`src/rtl/alu_pkg.sv`:
```
// Shared types and defaults for the serial ALU responder and its chunk datapath.
package alu_pkg;

  localparam int unsigned DefaultWidth = 64;
  localparam int unsigned DefaultChunk = 8;

  typedef enum logic [1:0] {
    OP_NOR = 2'b00,
    OP_XOR = 2'b01,
    OP_ADD = 2'b10,
    OP_SUB = 2'b11
  } alu_op_e;

  typedef enum logic [1:0] {
    IDLE    = 2'b00,
    COMPUTE = 2'b01,
    DONE    = 2'b10
  } alu_state_e;

  // Carry into chunk 0: ADD uses the request carry, SUB needs +1 for two's complement.
  function automatic logic init_carry(input alu_op_e op, input logic cin);
    logic c;
    unique case (op)
      OP_ADD:  c = cin;
      OP_SUB:  c = 1'b1;
      default: c = 1'b0;
    endcase
    return c;
  endfunction

  // Only the arithmetic ops report a carry out.
  function automatic logic op_has_carry(input alu_op_e op);
    return (op == OP_ADD) || (op == OP_SUB);
  endfunction

endpackage

```
`src/rtl/alu64bit_serial_resp_if.sv`:
```
// Request/response bundle between an operation sequencer (master) and the ALU (slave).
interface alu64bit_serial_resp_if
  import alu_pkg::*;
#(
  parameter int unsigned WIDTH = DefaultWidth
) ();

  logic             req_valid;
  logic             req_ready;
  logic [WIDTH-1:0] req_a;
  logic [WIDTH-1:0] req_b;
  logic             req_cin;
  alu_op_e          req_op;
  logic             rsp_valid;
  logic             rsp_ready;
  logic [WIDTH-1:0] rsp_s;
  logic             rsp_cout;

  modport master (
    output req_valid, req_a, req_b, req_cin, req_op, rsp_ready,
    input  req_ready, rsp_valid, rsp_s, rsp_cout
  );

  modport slave (
    input  req_valid, req_a, req_b, req_cin, req_op, rsp_ready,
    output req_ready, rsp_valid, rsp_s, rsp_cout
  );

endinterface

```
`src/rtl/alu_chunk.sv`:
```
// Combinational CHUNK-bit ALU slice; SUB inverts b here, the caller supplies the +1 as cin.
module alu_chunk
  import alu_pkg::*;
#(
  parameter int unsigned CHUNK = DefaultChunk
) (
  input  logic [CHUNK-1:0] a,
  input  logic [CHUNK-1:0] b,
  input  logic             cin,
  input  alu_op_e          op,
  output logic [CHUNK-1:0] s,
  output logic             cout
);

  logic [CHUNK-1:0] b_eff;
  logic [CHUNK:0]   sum;

  // Evaluate one slice of the selected operation.
  always_comb begin
    b_eff = (op == OP_SUB) ? ~b : b;
    sum   = {1'b0, a} + {1'b0, b_eff} + {{CHUNK{1'b0}}, cin};
    s     = '0;
    cout  = 1'b0;
    unique case (op)
      OP_NOR:         s = ~(a | b);
      OP_XOR:         s = a ^ b;
      OP_ADD, OP_SUB: {cout, s} = sum;
      default:        s = '0;
    endcase
  end

endmodule

```
`src/rtl/alu64bit_serial_resp.sv`:
```
// Multi-cycle ALU responder: accepts a request, evaluates it CHUNK bits per cycle from the
// LSB with a registered carry between slices, then holds the result until it is taken.
module alu64bit_serial_resp
  import alu_pkg::*;
#(
  parameter int unsigned WIDTH = DefaultWidth,
  parameter int unsigned CHUNK = DefaultChunk
) (
  input  logic                   clk,
  input  logic                   rst_n,
  alu64bit_serial_resp_if.slave  bus,
  output logic                   busy
);

  localparam int unsigned NChunk = WIDTH / CHUNK;
  localparam int unsigned CntW   = (NChunk > 1) ? $clog2(NChunk) : 1;
  localparam logic [CntW-1:0] LastCnt = CntW'(NChunk - 1);

  alu_state_e state_q, state_d;
  logic [CntW-1:0] cnt_q, cnt_d;
  logic [NChunk-1:0][CHUNK-1:0] a_q, a_d;
  logic [NChunk-1:0][CHUNK-1:0] b_q, b_d;
  logic [NChunk-1:0][CHUNK-1:0] s_q, s_d;
  alu_op_e op_q, op_d;
  logic    carry_q, carry_d;

  logic [CHUNK-1:0] chunk_s;
  logic             chunk_cout;

  // The single slice datapath sees whichever chunk the counter points at.
  alu_chunk #(
    .CHUNK (CHUNK)
  ) u_chunk (
    .a    (a_q[cnt_q]),
    .b    (b_q[cnt_q]),
    .cin  (carry_q),
    .op   (op_q),
    .s    (chunk_s),
    .cout (chunk_cout)
  );

  // Next-state: operands only move on an accepted request, so idle-bus X never reaches state.
  always_comb begin
    state_d = state_q;
    cnt_d   = cnt_q;
    a_d     = a_q;
    b_d     = b_q;
    s_d     = s_q;
    op_d    = op_q;
    carry_d = carry_q;
    unique case (state_q)
      IDLE: begin
        if (bus.req_valid) begin
          a_d     = bus.req_a;
          b_d     = bus.req_b;
          op_d    = bus.req_op;
          carry_d = init_carry(bus.req_op, bus.req_cin);
          cnt_d   = '0;
          s_d     = '0;
          state_d = COMPUTE;
        end
      end
      COMPUTE: begin
        s_d[cnt_q] = chunk_s;
        carry_d    = chunk_cout;
        // Hold at the terminal count rather than wrapping.
        if (cnt_q == LastCnt) begin
          state_d = DONE;
        end else begin
          cnt_d = cnt_q + CntW'(1);
        end
      end
      DONE: begin
        if (bus.rsp_ready) begin
          state_d = IDLE;
        end
      end
      default: state_d = IDLE;
    endcase
  end

  // State and datapath registers; reset discards any partial operation.
  always_ff @(posedge clk or negedge rst_n) begin
    if (!rst_n) begin
      state_q <= IDLE;
      cnt_q   <= '0;
      a_q     <= '0;
      b_q     <= '0;
      s_q     <= '0;
      op_q    <= OP_NOR;
      carry_q <= 1'b0;
    end else begin
      state_q <= state_d;
      cnt_q   <= cnt_d;
      a_q     <= a_d;
      b_q     <= b_d;
      s_q     <= s_d;
      op_q    <= op_d;
      carry_q <= carry_d;
    end
  end

  // Handshake and result outputs decoded from state; results read as zero outside DONE.
  always_comb begin
    bus.req_ready = (state_q == IDLE);
    bus.rsp_valid = (state_q == DONE);
    busy          = (state_q == COMPUTE);
    bus.rsp_s     = (state_q == DONE) ? s_q : '0;
    bus.rsp_cout  = (state_q == DONE) && op_has_carry(op_q) && carry_q;
  end

endmodule
```
`src/flat_wrapper.sv`:
```
// flat-port wrapper written by rule: the top's interface ports become plain ports
module alu64bit_serial_resp_flat import alu_pkg::*;
#(
  parameter int unsigned WIDTH = DefaultWidth,
  parameter int unsigned CHUNK = DefaultChunk
)
  (clk, rst_n, busy, bus_req_valid, bus_req_a, bus_req_b, bus_req_cin, bus_req_op, bus_rsp_ready, bus_req_ready, bus_rsp_valid, bus_rsp_s, bus_rsp_cout);
  alu64bit_serial_resp_if #(.WIDTH(WIDTH)) bus_i ();
  input  logic clk;
  input  logic rst_n;
  output logic busy;
  input wire logic [$bits(bus_i.req_valid)-1:0] bus_req_valid;
  input wire logic [$bits(bus_i.req_a)-1:0] bus_req_a;
  input wire logic [$bits(bus_i.req_b)-1:0] bus_req_b;
  input wire logic [$bits(bus_i.req_cin)-1:0] bus_req_cin;
  input wire logic [$bits(bus_i.req_op)-1:0] bus_req_op;
  input wire logic [$bits(bus_i.rsp_ready)-1:0] bus_rsp_ready;
  output wire logic [$bits(bus_i.req_ready)-1:0] bus_req_ready;
  output wire logic [$bits(bus_i.rsp_valid)-1:0] bus_rsp_valid;
  output wire logic [$bits(bus_i.rsp_s)-1:0] bus_rsp_s;
  output wire logic [$bits(bus_i.rsp_cout)-1:0] bus_rsp_cout;
  assign bus_i.req_valid = bus_req_valid;
  assign bus_i.req_a = bus_req_a;
  assign bus_i.req_b = bus_req_b;
  assign bus_i.req_cin = bus_req_cin;
  assign bus_i.req_op = bus_req_op;
  assign bus_i.rsp_ready = bus_rsp_ready;
  assign bus_req_ready = bus_i.req_ready;
  assign bus_rsp_valid = bus_i.rsp_valid;
  assign bus_rsp_s = bus_i.rsp_s;
  assign bus_rsp_cout = bus_i.rsp_cout;
  alu64bit_serial_resp #(.WIDTH(WIDTH), .CHUNK(CHUNK)) u_core (.clk(clk), .rst_n(rst_n), .bus(bus_i), .busy(busy));
endmodule
```
`config.mk`:
```
export PLATFORM = sky130hd
export DESIGN_NAME = alu64bit_serial_resp_flat
export DESIGN_NICKNAME = d
export VERILOG_FILES = /design/src/rtl/alu_pkg.sv /design/src/rtl/alu64bit_serial_resp_if.sv /design/src/rtl/alu_chunk.sv /design/src/rtl/alu64bit_serial_resp.sv /design/src/flat_wrapper.sv
export SDC_FILE = /design/constraint.sdc
export NUM_CORES = 1
export LEC_CHECK = 0
export CELL_PAD_IN_SITES_DETAIL_PLACEMENT = 0
export CELL_PAD_IN_SITES_GLOBAL_PLACEMENT = 1
export CORE_ASPECT_RATIO = 2
export CORE_MARGIN = 2
export CORE_UTILIZATION = 42
export CTS_BUF_LIST = sky130_fd_sc_hd__clkbuf_16
export DETAILED_ROUTE_END_ITERATION = 6
export PLACE_DENSITY = 0.95
export SKIP_CTS_REPAIR_TIMING = 1
export SYNTH_ARGS = -nofsm -noshare
export SYNTH_HDL_FRONTEND = slang
export SYNTH_SLANG_ARGS = --single-unit
```
`constraint.sdc`:
```
create_clock -name clk -period 7 [get_ports clk]
set_input_delay 1.4 -clock clk [delete_from_list [all_inputs] [get_ports clk]]
set_output_delay 1.4 -clock clk [all_outputs]
set_load 0.01 [all_outputs]
```
# --- Yosys cells after proc, flatten, opt, wreduce, memory -nomap -nowiden ---
# Cells that the tools add are included.
classes:
  add_sub_neg: 3
  order_cmp: 2
  n_eq_ne: 12
  mux: 23
  n_bitwise: 4
  n_reduce_logical: 12
op_table:
  columns: ["cell", "n"]
  rows:
  - ["64-bit 2-to-1 mux", 2]
  - ["64-bit one-hot mux with 2 select lines", 1]
  - ["64-bit bitwise mux", 1]
  - ["8-bit binary-select mux with 3-bit select", 2]
  - ["8-bit 2-to-1 mux", 4]
  - ["8-bit demux with 3-bit select", 1]
  - ["8-bit one-hot mux with 3 select lines", 1]
  - ["8-bit inverter", 2]
  - ["2-bit == test (second input constant)", 5]
  - ["8-bit by 8-bit adder with 9-bit output", 1]
  - ["9-bit by 1-bit adder with 9-bit output", 1]
  - ["8-bit bitwise OR", 1]
  - ["8-bit XOR", 1]
  - ["2-bit 2-to-1 mux", 3]
  - ["3-bit 2-to-1 mux", 2]
  - ["2-bit inequality test (second input constant)", 3]
  - ["2-bit one-hot mux with 3 select lines", 1]
  - ["3-bit one-hot mux with 2 select lines", 1]
  - ["3-bit AND reduction", 2]
  - ["2-bit by 1-bit == test with 1-bit output (second input constant)", 2]
  - ["2-bit zero test", 2]
  - ["3-bit by 4-bit less-than comparator with 1-bit output (second input constant)", 1]
  - ["1-bit one-hot mux with 2 select lines", 2]
  - ["2-bit AND reduction", 2]
  - ["9 further kinds", 12]
word_totals:
  regBits: 200
  inputBits: 135
  output_inout_bits: 68
  elab_cells: 84

# --- Longest topological paths before layout ---
# Gate-level depths: netlist of the first run.
logic_depth:
  depth_word: 9
  depth_mapped: 15
  depth_no_buf: 13

# --- Hierarchy ---
# A second synthesis of the first run with hierarchy kept.
hier_totals:
  hier_cells: 1121
  area_unflattened_um2: 10298.6
modules_own_cells:
  columns: ["mod", "n_inst", "cells_per_inst", "area_each_um2", "seq_area_each_um2"]
  rows:
  - ["alu64bit_serial_resp", 1, 1015, 9512.9, 5004.8]
  - ["alu_chunk", 1, 106, 785.8, 0.0]

# --- Least setup slack after synthesis of the first run ---
# OpenSTA, ideal clock, no wires.
synth_path:
  path_type: "flip-flop to flip-flop"
  from: "register u_core.cnt_q[2]"
  to: "register u_core.s_q[14] (netlist bit)"
  setup_time_ns: 0.136
  arrival_time_ns: 3.319
  t_required_ns: 6.864
  setup_slack_ns: 3.545
  stages_incl_launch_ff: 13
  n_path_buf: 2
  period_less_slack_ns: 3.455
  path_cell_list: "dfrtp_1 > buf_6 > clkbuf_1 > mux2_2 > a221oi_1 > fa_1 > inv_1 > fa_1 > a21o_1 > a221oi_1 > xnor2_1 > mux2i_2 > o21ai_0"
synth_via:
  elab_chain_len: 9
  elab_cells_between_ends: 19
  classes_between: "add/sub: 2; order compare: 2; mux: 10; bitwise: 4; reduce/logical: 1"
synth_lines:
  columns: ["element", "line_no", "text"]
  rows:
  - ["from (decl)", "alu64bit_serial_resp.sv:20", "logic [CntW-1:0] cnt_q, cnt_d;"]
  - ["from (signal assigned)", "alu64bit_serial_resp.sv:94", "cnt_q <= cnt_d;"]
  - ["8-bit binary-select mux with 3-bit select", "alu64bit_serial_resp.sv:35", ".b (b_q[cnt_q]),"]
  - ["8-bit 2-to-1 mux (not written as such)", "alu64bit_serial_resp.sv:35", null]
  - ["8-bit inverter", "alu_chunk.sv:20", "b_eff = (op == OP_SUB) ? ~b : b;"]
  - ["8-bit 2-to-1 mux", "alu_chunk.sv:20", null]
  - ["8-bit by 8-bit adder with 9-bit output", "alu_chunk.sv:21", "sum = {1'b0, a} + {1'b0, b_eff} + {{CHUNK{1'b0}}, cin};"]
  - ["9-bit by 1-bit adder with 9-bit output", "alu_chunk.sv:21", null]
  - ["8-bit one-hot mux with 3 select lines", "alu_chunk.sv:24", "unique case (op)"]
  - ["64-bit bitwise mux (*)", "alu64bit_serial_resp.sv:64", "s_d[cnt_q] = chunk_s;"]
  - ["64-bit one-hot mux with 2 select lines (*)", "alu64bit_serial_resp.sv:51", "unique case (state_q)"]
  - ["to (signal assigned)", "alu64bit_serial_resp.sv:89", "s_q <= '0;"]
  - ["to (signal assigned)", "alu64bit_serial_resp.sv:97", "s_q <= s_d;"]
  - ["to (decl)", "alu64bit_serial_resp.sv:23", "logic [NChunk-1:0][CHUNK-1:0] s_q, s_d;"]
# Every way passes the cells marked *; elsewhere a longest branch is shown, timed or not. The select of a mux whose other input is x is not followed.
# A chain may end at the register's enable or synchronous reset.

# --- Worst setup path after layout of the first run ---
layout_path:
  from: "register u_core.cnt_q[1]"
  to: "register u_core.s_q[38] (netlist bit)"
# Same word-level chain as after synthesis.

==> results of run 1 <==
==> synthesized netlist by cell type (3+ instances only) <==
cell type,count
nand2_1,415
dfrtp_1,200
nand3_1,74
o21ai_0,67
and2_1,66
clkbuf_1,56
nor2_1,23
mux2_2,19
a22oi_1,18
ha_1,17
a21oi_1,16
a22o_1,12
mux2i_1,11
a221oi_1,10
inv_1,9
buf_2,8
xor2_1,8
nand2b_1,7
nor2b_1,7
a211oi_1,6
mux4_2,6
buf_1,5
a21o_1,3
and3_1,3
buf_4,3
xnor2_1,3
==> flip-flops by register name, indices dropped and copies added, names as in the netlist <==
name            count
u_core.a_q         64
u_core.b_q         64
u_core.carry_q      1
u_core.cnt_q        3
u_core.op_q         2
u_core.s_q         64
u_core.state_q      2
==> layout make-up <==
type	instances	area [sq um]	share of cell area
flip-flops and latches	200	5000	0.404
multi-input cells	815	4370	0.352
repair buffers	209	2080	0.168
clock buffers	17	425	0.0343
well taps	280	350	0.0283
clock inverters	15	133	0.0107
inverters	10	37.5	0.00303
==> worst max-delay path, delay by kind of cell, from the launching register on <==
kind,cells,cell delay (ns)
AOI/OAI and AO/OA,6,1.36
buffers and inverters,2,0.46
muxes,1,0.42
DFF,1,0.76
and+or+nand+nor,1,0.67
xor gates and xnor gates,2,0.39
adders and majority gates,2,0.66
==> routing by layer <==
layer,vias to the layer above,global-route usage,share of wire
met5,-,0,0
met4,0,0.138,0.054
met3,66,0.0279,0.031
met2,271,0.470,0.56
met1,3916,0.258,0.35
li1,3934,-,-
==> metrics by stage <==
step	total power, mW	hold WS [ns]	instances	utilization
after CTS	5.96	0.477	1546	0.545
after global placement	4.90	0.455	1514	0.521
after detailed placement	4.98	0.459	1514	0.521
final	5.94	0.476	1546	0.545
after floorplan	3.94	0.438	1099	-
after global routing	6.38	0.497	1546	0.545
==> cell families after synthesis <==
family / count (synthesis)
adders and majority gates: 19
and+or+nand+nor: 602
muxes: 37
AOI/OAI and AO/OA: 146
buffers and inverters: 84
DFF: 200
xor gates and xnor gates: 11
==> where the power goes <==
part           total [mW]  internal, mW  switching, mW
logic                2.96          1.09           1.87
registers            2.01          1.64          0.366
clock network       0.966         0.471          0.495
total                5.94          3.20           2.73
==> final timing paths <==
path / startpoint / slack, ns / endpoint / cells after the start
min in group asynchronous: rst_n / 1.10 / u_core.a_q[27] / 1
worst max register to register: u_core.cnt_q[1] / 2.12 / u_core.s_q[38] / 14
worst min-delay path: u_core.a_q[52] / 0.48 / u_core.a_q[52] / 2
worst min register to register: u_core.a_q[52] / 0.48 / u_core.a_q[52] / 2
worst max-delay path: u_core.cnt_q[1] / 2.12 / u_core.s_q[38] / 14
max in group asynchronous: rst_n / 4.43 / u_core.s_q[13] / 2
==> placed cells by master, fill, tap and decap left out, types with 6 or more instances in the layout <==
cell and instances:
buf_4 7, xor2_1 8, a22o_1 12, clkbuf_16 17, a221oi_1 10, nor2_1 23
nand2b_1 7, and2_1 65, inv_1 9, mux4_2 6, a22oi_1 18, mux2i_1 11
a21oi_1 16, inv_6 7, nor2b_1 6, dfrtp_1 200, a211oi_1 6, mux2_2 19
nand3_1 74, clkdlybuf4s50_1 201, o21ai_0 67, ha_1 17, nand2_1 414
==> impl_metrics.yaml, run 1 <==
run_status:
  status: "complete, but fails checks"
  violations: "design-rule violations"
sta:
  final.setup_skew_ns: 0.0135
  setup_slack_ns: 2.12
  rsz0062_at_grt: "false"
  tightest_slew_ns: 1.08
  hold_viol: 0
  setup_viol: 0
  period_share: 0.698
  fmax_mhz: 205
  min_period_ns: 4.88
  relSlewSlack: 0.279
  setup-tns-final_ns: 0
  drv_slew: 0
worst_setup_path:
  endpoint_kind: "flip-flop"
  crit_fanout: 21
  critical-path-max-stage-delay_ns: 0.76
  crit_chain: "buf_4 > nor2b_1 > a22oi_1 > o21ai_0 > a221oi_2 > xnor2_1 > fa_1 > inv_1 > fa_1 > a21o_1 > a221oi_1 > xnor2_1 > mux2i_2 > o21ai_0"
  startpoint_type: "flip-flop"
  cp_slowest_cell: "dfrtp_1"
  path_class: "reg2reg"
  worstPathArrival_ns: 5.19
  cp.required_ns: 7.30
power_and_ir_drop:
  leakage_nw: 5.88
  powerDensity_nw_per_um2: 479
  vdd.ir_drop.worst_v: 0.000270
floorplan:
  die_x_microns: 112
  dieHeight_microns: 219
  dieArea_sq_um: 24400
  design.core.area_sq_um: 22700
  initial_core_util: 0.427
  boundaryPins: 203
  rows: 78
drt:
  antenna_left: 0
  routed_wirelength_microns: 29300
  post-route-drc-count: 2
  first_pass_iters: 7
  vias: 8187
  via_per_inst: 5.30
  drt_iter0_drc: 560
  wl_per_cell_microns: 19.0
clock_tree:
  cts_tree: "done"
  h-tree-depth: 4
  clock_sinks: 200
  cts_buffers: 17
  insertion_delay_ns: 0.45
  clockBufferDepth: 2
  clockRootBuffer: "clkbuf_16"
  path_clk_slew_ns: 0.08
grt:
  grt.overflow.total: 0
  track_usage: 0.246
  grt_pass1_wl_microns: 45500
  grt_pass1_vias: 8295
  antenna_found_initial: 0
  grt_max_degree: 133
min_path:
  min_path_type: "reg2reg"
layout:
  diodes: 0
  final_cell_area_sq_um: 12400
  drive_above_1_share: 0.0600
  nFillCells: 2107
  fin_nets: 1407
  area_delta_synth_final_pct: 27.7
synth:
  synth_top_family_by_area: "simple AND/OR/NAND/NOR gates"
  synth_top_cell_by_area: "dfrtp_1"
  synth_edf_count: 0
  syn_nets: 1253
  syn_avg_cell_area_sq_um: 8.83
  yosys-top-cells-area: "dfrtp_1, nand2_1, and2_1"
  yosysWarnings: 0
  muxShareOfSynthArea: 0.0487
  synth_compound_area_frac: 0.0976
  netlist.area_leader.share: 0.515
  yosysUniqueCellTypes: 45
  yosysSeqAreaShare: 0.515
  yosys.area_share.adder: 0.0260
  netlist_area_sq_um: 9710
  synth_xor_area_frac: 0.00992
  synth_cells: 1099
  synth_ff_type: "dfrtp_1"
  ys_ff_latch: 200
  synthSimpleGateAreaFrac: 0.266
  async_flop_share: 1.00
placed_design:
  io_buffers: 202
  pre_cts_ws_ns: 2.14
  place_area_sq_um: 11800
  dp_hpwl_microns: 21800
  gp_congestion: 0.896
job:
  drv_cap: 0
No activity file was read; power rests on OpenSTA's default activity.
==> inputs of run 2 (changes only) <==
--- a/config.mk
+++ b/config.mk
@@ -9,10 +9,10 @@
 export CELL_PAD_IN_SITES_GLOBAL_PLACEMENT = 1
 export CORE_ASPECT_RATIO = 2
 export CORE_MARGIN = 2
-export CORE_UTILIZATION = 42
+export CORE_UTILIZATION = 39
 export CTS_BUF_LIST = sky130_fd_sc_hd__clkbuf_16
 export DETAILED_ROUTE_END_ITERATION = 6
-export PLACE_DENSITY = 0.95
+export PLACE_DENSITY = 0.93
 export SKIP_CTS_REPAIR_TIMING = 1
 export SYNTH_ARGS = -nofsm -noshare
 export SYNTH_HDL_FRONTEND = slang
==> constraint.sdc (replaced) <==
create_clock -name clk -period 5.05 [get_ports clk]
set_input_delay 1.01 -clock clk [delete_from_list [all_inputs] [get_ports clk]]
set_output_delay 1.01 -clock clk [all_outputs]
set_load 0.01 [all_outputs]
==> run 2 against run 1 <==
Effect of this change: the flow now finishes without violations; hold slack better by 0.00082 ns; combinational power up 43%; sequential power up 41%; clock power up 44%; critical path depth down 3; core utilization down 2.9 points; flip-flop and latch count unchanged; cell area up 1.7%; die area up 7.5%; via count about the same; total power up 43%; highest routed layer unchanged.
==> impl_metrics.yaml, run 2 (synthesized netlist as in run 1, its figures left out) <==
run_status:
  status: "finished, final reports clean"
floorplan:
  dieArea_sq_um: 26300
  die_x_microns: 116
  design.core.area_sq_um: 24400
  boundaryPins: 203
  initial_core_util: 0.398
  dieHeight_microns: 227
  rows: 81
job:
  drv_cap: 0
sta:
  setup_viol: 0
  setup_slack_ns: 0.831
  setup-tns-final_ns: 0
  drv_slew: 0
  rsz0062_at_grt: "false"
  min_period_ns: 4.22
  tightest_slew_ns: 1.04
  final.setup_skew_ns: 0.0112
  fmax_mhz: 237
  hold_viol: 0
  period_share: 0.835
  relSlewSlack: 0.306
layout:
  final_cell_area_sq_um: 12600
  multi_input_comb_area_sq_um: 4370
  diodes: 0
  fin_util: 0.516
  regArea_sq_um: 5000
  drive_above_1_share: 0.0674
  fin_nets: 1417
  final_common_cell: "nand2_1"
  area_delta_synth_final_pct: 29.9
  largestRegisters: "u_core.a_q x64, u_core.b_q x64, u_core.s_q x64"
  nFillCells: 2290
  mostFrequentLayoutCells: "nand2_1, clkdlybuf4s50_1, dfrtp_1, nand3_1, o21ai_0"
clock_tree:
  cts_buffers: 17
  path_clk_slew_ns: 0.07
  clock_sinks: 200
  clockBufferDepth: 2
  h-tree-depth: 4
  clockRootBuffer: "clkbuf_16"
  insertion_delay_ns: 0.44
  cts_tree: "done"
worst_setup_path:
  endpoint_kind: "flip-flop"
  cp_slowest_cell: "a221oi_1"
  path_class: "reg2reg"
  cp.required_ns: 5.33
  critical-path-max-stage-delay_ns: 0.70
  reg2reg_slack_ns: 0.83
  r2r-end: "u_core.s_q[7]"
  r2r_cells: 11
  crit_chain: "nor2b_1 > a221oi_1 > a21oi_1 > a211oi_1 > inv_1 > ha_1 > o211ai_1 > a211oi_1 > o21ai_0 > a31oi_1 > o21ai_0"
  reg2reg_from: "u_core.cnt_q[1]"
  crit_fanout: 14
  worstPathArrival_ns: 4.49
  crit_path_start: "u_core.cnt_q[1]"
  startpoint_type: "flip-flop"
grt:
  track_usage: 0.237
  antenna_found_initial: 0
  grt_max_degree: 110
  grt_pass1_wl_microns: 46200
  grt_pass1_vias: 8426
  grt.overflow.total: 0
min_path:
  min_to: "u_core.b_q[58]"
  whs_path_depth: 2
  min_path_type: "reg2reg"
  hp-start: "u_core.b_q[58]"
drt:
  wl_per_cell_microns: 18.8
  post-route-drc-count: 0
  routed_wirelength_microns: 30300
  antenna_left: 0
  vias: 8179
  via_per_inst: 5.09
  drt_iter0_drc: 479
  first_pass_iters: 5
power_and_ir_drop:
  powerDensity_nw_per_um2: 671
  leakage_nw: 5.95
  vdd.ir_drop.worst_v: 0.000300
placed_design:
  pre_cts_ws_ns: 0.840
  place_area_sq_um: 12000
  gp_congestion: 0.900
  dp_hpwl_microns: 23100
  io_buffers: 202
run 2: worst max path at each step:
stage / endpoint / cells past startpoint
detailed placement: u_core.s_q[39] / 12
CTS: u_core.s_q[39] / 12
global route: u_core.s_q[38] / 12
global placement: u_core.s_q[38] / 14
floorplan: u_core.s_q[14] / 12
finish: u_core.s_q[7] / 11
run 2: power breakdown:
part | leakage (nW) | switching [mW] | internal, mW
sequential | 2.55 | 0.563 | 2.28
clock | 0.283 | 0.649 | 0.742
combinational | 3.12 | 2.60 | 1.63
total | 5.95 | 3.82 | 4.65
run 2: stage by stage:
stage                     instances  hold WS [ns]  power (mW)
after global placement         1576         0.456        7.00
after CTS                      1608         0.478        8.52
after global routing           1608         0.501        9.09
final                          1608         0.477        8.47
after detailed placement       1576         0.460        7.11
after floorplan                1099         0.438        5.47
run 2: layout make-up:
cell class | instances | share of cell area
multi-input cells | 815 | 0.347
clock inverters | 15 | 0.0131
clock buffers | 17 | 0.0337
inverters | 10 | 0.00298
flip-flops and latches | 200 | 0.397
well taps | 332 | 0.0329
repair buffers | 219 | 0.174
run 2: routing by layer:
metal	wire length (microns)	vias to the layer above	global-route usage	part of all wire
li1	-	3961	-	-
met4	1780	0	0.141	0.059
met3	742	67	0.0234	0.025
met5	0	-	0	0
met1	10700	3918	0.244	0.35
met2	17000	233	0.450	0.56
run 2: worst max-delay path: cells and delay by family (launching register included):
family,cells,cell delay [ns]
AND/OR/NAND/NOR,1,0.27
adder cells (fa/ha/maj),1,0.40
flip-flops,1,0.68
AO/OA/AOI/OAI,8,2.61
buffers and inverters,1,0.09
==> patch: new RTL, settings of run 2 <==
Encoding of `alu_state_e`: now one-hot (3 bits for 3 states).
--- a/src/rtl/alu_pkg.sv
+++ b/src/rtl/alu_pkg.sv
@@ -12,8 +12,8 @@
   } alu_op_e;
 
-  typedef enum logic [1:0] {
-    IDLE    = 2'b00,
-    COMPUTE = 2'b01,
-    DONE    = 2'b10
+  typedef enum logic [2:0] {
+    IDLE    = 3'b001,
+    COMPUTE = 3'b010,
+    DONE    = 3'b100
   } alu_state_e;
 
Formal check against the unedited RTL: same outputs for any inputs over 10 cycles, from zero or initial values and one cycle with rst_n low; not proved beyond that.
==> patch against run 2 <==
Routed wire length decreased by 2.8%. Clock power barely moved. First-iteration DRC count rose by 18%. Sequential cell count grew 1. Fmax increased by 6.2%. Sequential power decreased by 4%. Setup slack better by 0.25 ns. Area after synthesis rose by 3.4%. Worst hold slack lost 0.0031 ns. Design area grew 1.7%. Total power decreased by 8.5%. Critical path type unchanged.
==> patch: results (changes against run 2) <==
[synth]
ys_warn_count=0  ; unchanged
synth_top_cells_by_count=431 x nand2_1, 200 x dfrtp_1, 67 x and2_1, 50 x nand3_1, 30 x clkbuf_1
synth_area_leaders=dfrtp_1 50%, nand2_1 16%, and2_1 4.2%
synthesis.nets=1254  ; +0.080%
synth.distinct_cells=59  ; +31%
synth.yosys.seq_area_share_pct=50.1  ; -1.5 points
syn_inst=1100  ; +0.091%

[clock_network]
insertion_delay_ns=0.50  ; +0.06 ns
h-tree-depth=1  ; -3
numCtsBuffers=18  ; +1
clock_path_buffers=3  ; +1
cts-root-buf=clkbuf_16

[placed_design]
dp_hpwl_um=22300  ; -3.5%
postPlaceCellArea_sq_um=12200  ; +1.9%
dp_cells=1582  ; +0.38%
io_buffers=202  ; unchanged
pre_cts_slack_ns=1.17  ; +0.328 ns
gp_congestion=0.898  ; -0.19%

[layout]
post_route_cells_drive_above_1_share_pct=7.78  ; +1.0 points
largestRegisters=u_core.a_q x64, u_core.b_q x64, u_core.s_q x64
n_antenna_cell=0  ; unchanged
finalNetCount=1416  ; -0.071%
fillers=2425  ; +5.9%

[grt]
grt_pass1_vias=8386  ; -0.47%
grt_use_total_pct=21.5  ; -2.2 points
grt_first_pass_wirelength_um=45700  ; -1.1%
grt-ovfl-total=0  ; unchanged
grt_max_degree=132  ; +20%

[routing]
drt_iter0_markers=564  ; +18%
dr.pass1.iters=5  ; unchanged
vias=8275  ; +1.2%
totalWireLength_um=29400  ; -2.8%
via_per_inst=5.13  ; +0.86%

[critical_path]
crit_fanout=38  ; +24
crit_path_start_kind=flip-flop
max_stage_delay_ns=0.93  ; +0.23 ns
crit_arrival_ns=4.29  ; -0.20 ns
cp_slowest_cell=dfrtp_2
r2r-start=u_core.cnt_q[2]
critPathLaunch=u_core.cnt_q[2]

[sta]
clock_skew_ns=0.0212  ; +0.00999 ns
slew_headroom_pct=32.1  ; +1.5 points

[pwr]
p_leak_nw=6.00  ; +0.87%
peakVddDrop_mv=0.312  ; +4.1%

[status]
outcome=finished, final reports clean

[min_path]
min_from=u_core.a_q[57]

## patch: changes by cell type in the layout (fill, tap and decap cells not counted), moves of 12 or more
cell     change
o21ai_2     +12
nand3_1     -24
nand2_1     +16
o21ai_0     -43
o21ai_1     +21
mux2i_1     +13
## patch: logic make-up (layout without fill, tap and decap cells)
family / Yosys count / after routing / share of synthesized area (%)
flip-flops: 201 / 201 / 50.1
XOR/XNOR: 11 / 11 / 0.959
AND/OR/NAND/NOR: 612 / 612 / 27.0
buffers and inverters: 79 / 252 / 4.11
AO/OA/AOI/OAI: 134 / 134 / 9.56
multiplexers: 44 / 44 / 5.76
adder cells (fa/ha/maj): 19 / 19 / 2.52
## patch: final cells by class
class	count	area, sq um	area share [%]
clock inverters	12	111	0.868
clock buffers	19	475	3.71
repair buffers	209	2120	16.5
flip-flops and latches	201	5030	39.2
multi-input cells	820	4620	36.0
inverters	12	46.3	0.361
well taps	340	425	3.32
## patch: final timing paths
kind                                   endpoint  slack (ns)  cells after the start
worst min-delay path             u_core.a_q[57]        0.47                      2
worst max-delay path              u_core.s_q[9]        1.08                      9
worst max register to register    u_core.s_q[9]        1.08                      9
min in group asynchronous         u_core.a_q[9]        0.63                      1
max in group asynchronous       u_core.cnt_q[0]        3.33                      2
worst min register to register   u_core.a_q[57]        0.47                      2
## patch: worst max-delay path, delay by kind of cell (launching register included)
kind | cells | cell delay, ns
AOI/OAI and AO/OA | 4 | 1.25
DFF | 1 | 0.93
adders and majority gates | 2 | 0.86
and+or+nand+nor | 1 | 0.48
xor gates and xnor gates | 1 | 0.18
buffers and inverters | 1 | 0.09
## patch: per-layer routing
metal,vias to the layer above,GRT usage [%],share of wire (%)
li1,3955,-,-
met1,3971,22.4,35
met2,268,41.8,56
met3,81,2.03,3.8
met4,0,11.4,5.3
met5,-,0,0
## patch: power by group
part	total [mW]	internal, mW	switching [mW]
combinational	3.63	1.36	2.27
sequential	2.72	2.19	0.537
clock	1.39	0.787	0.604
total	7.75	4.33	3.41
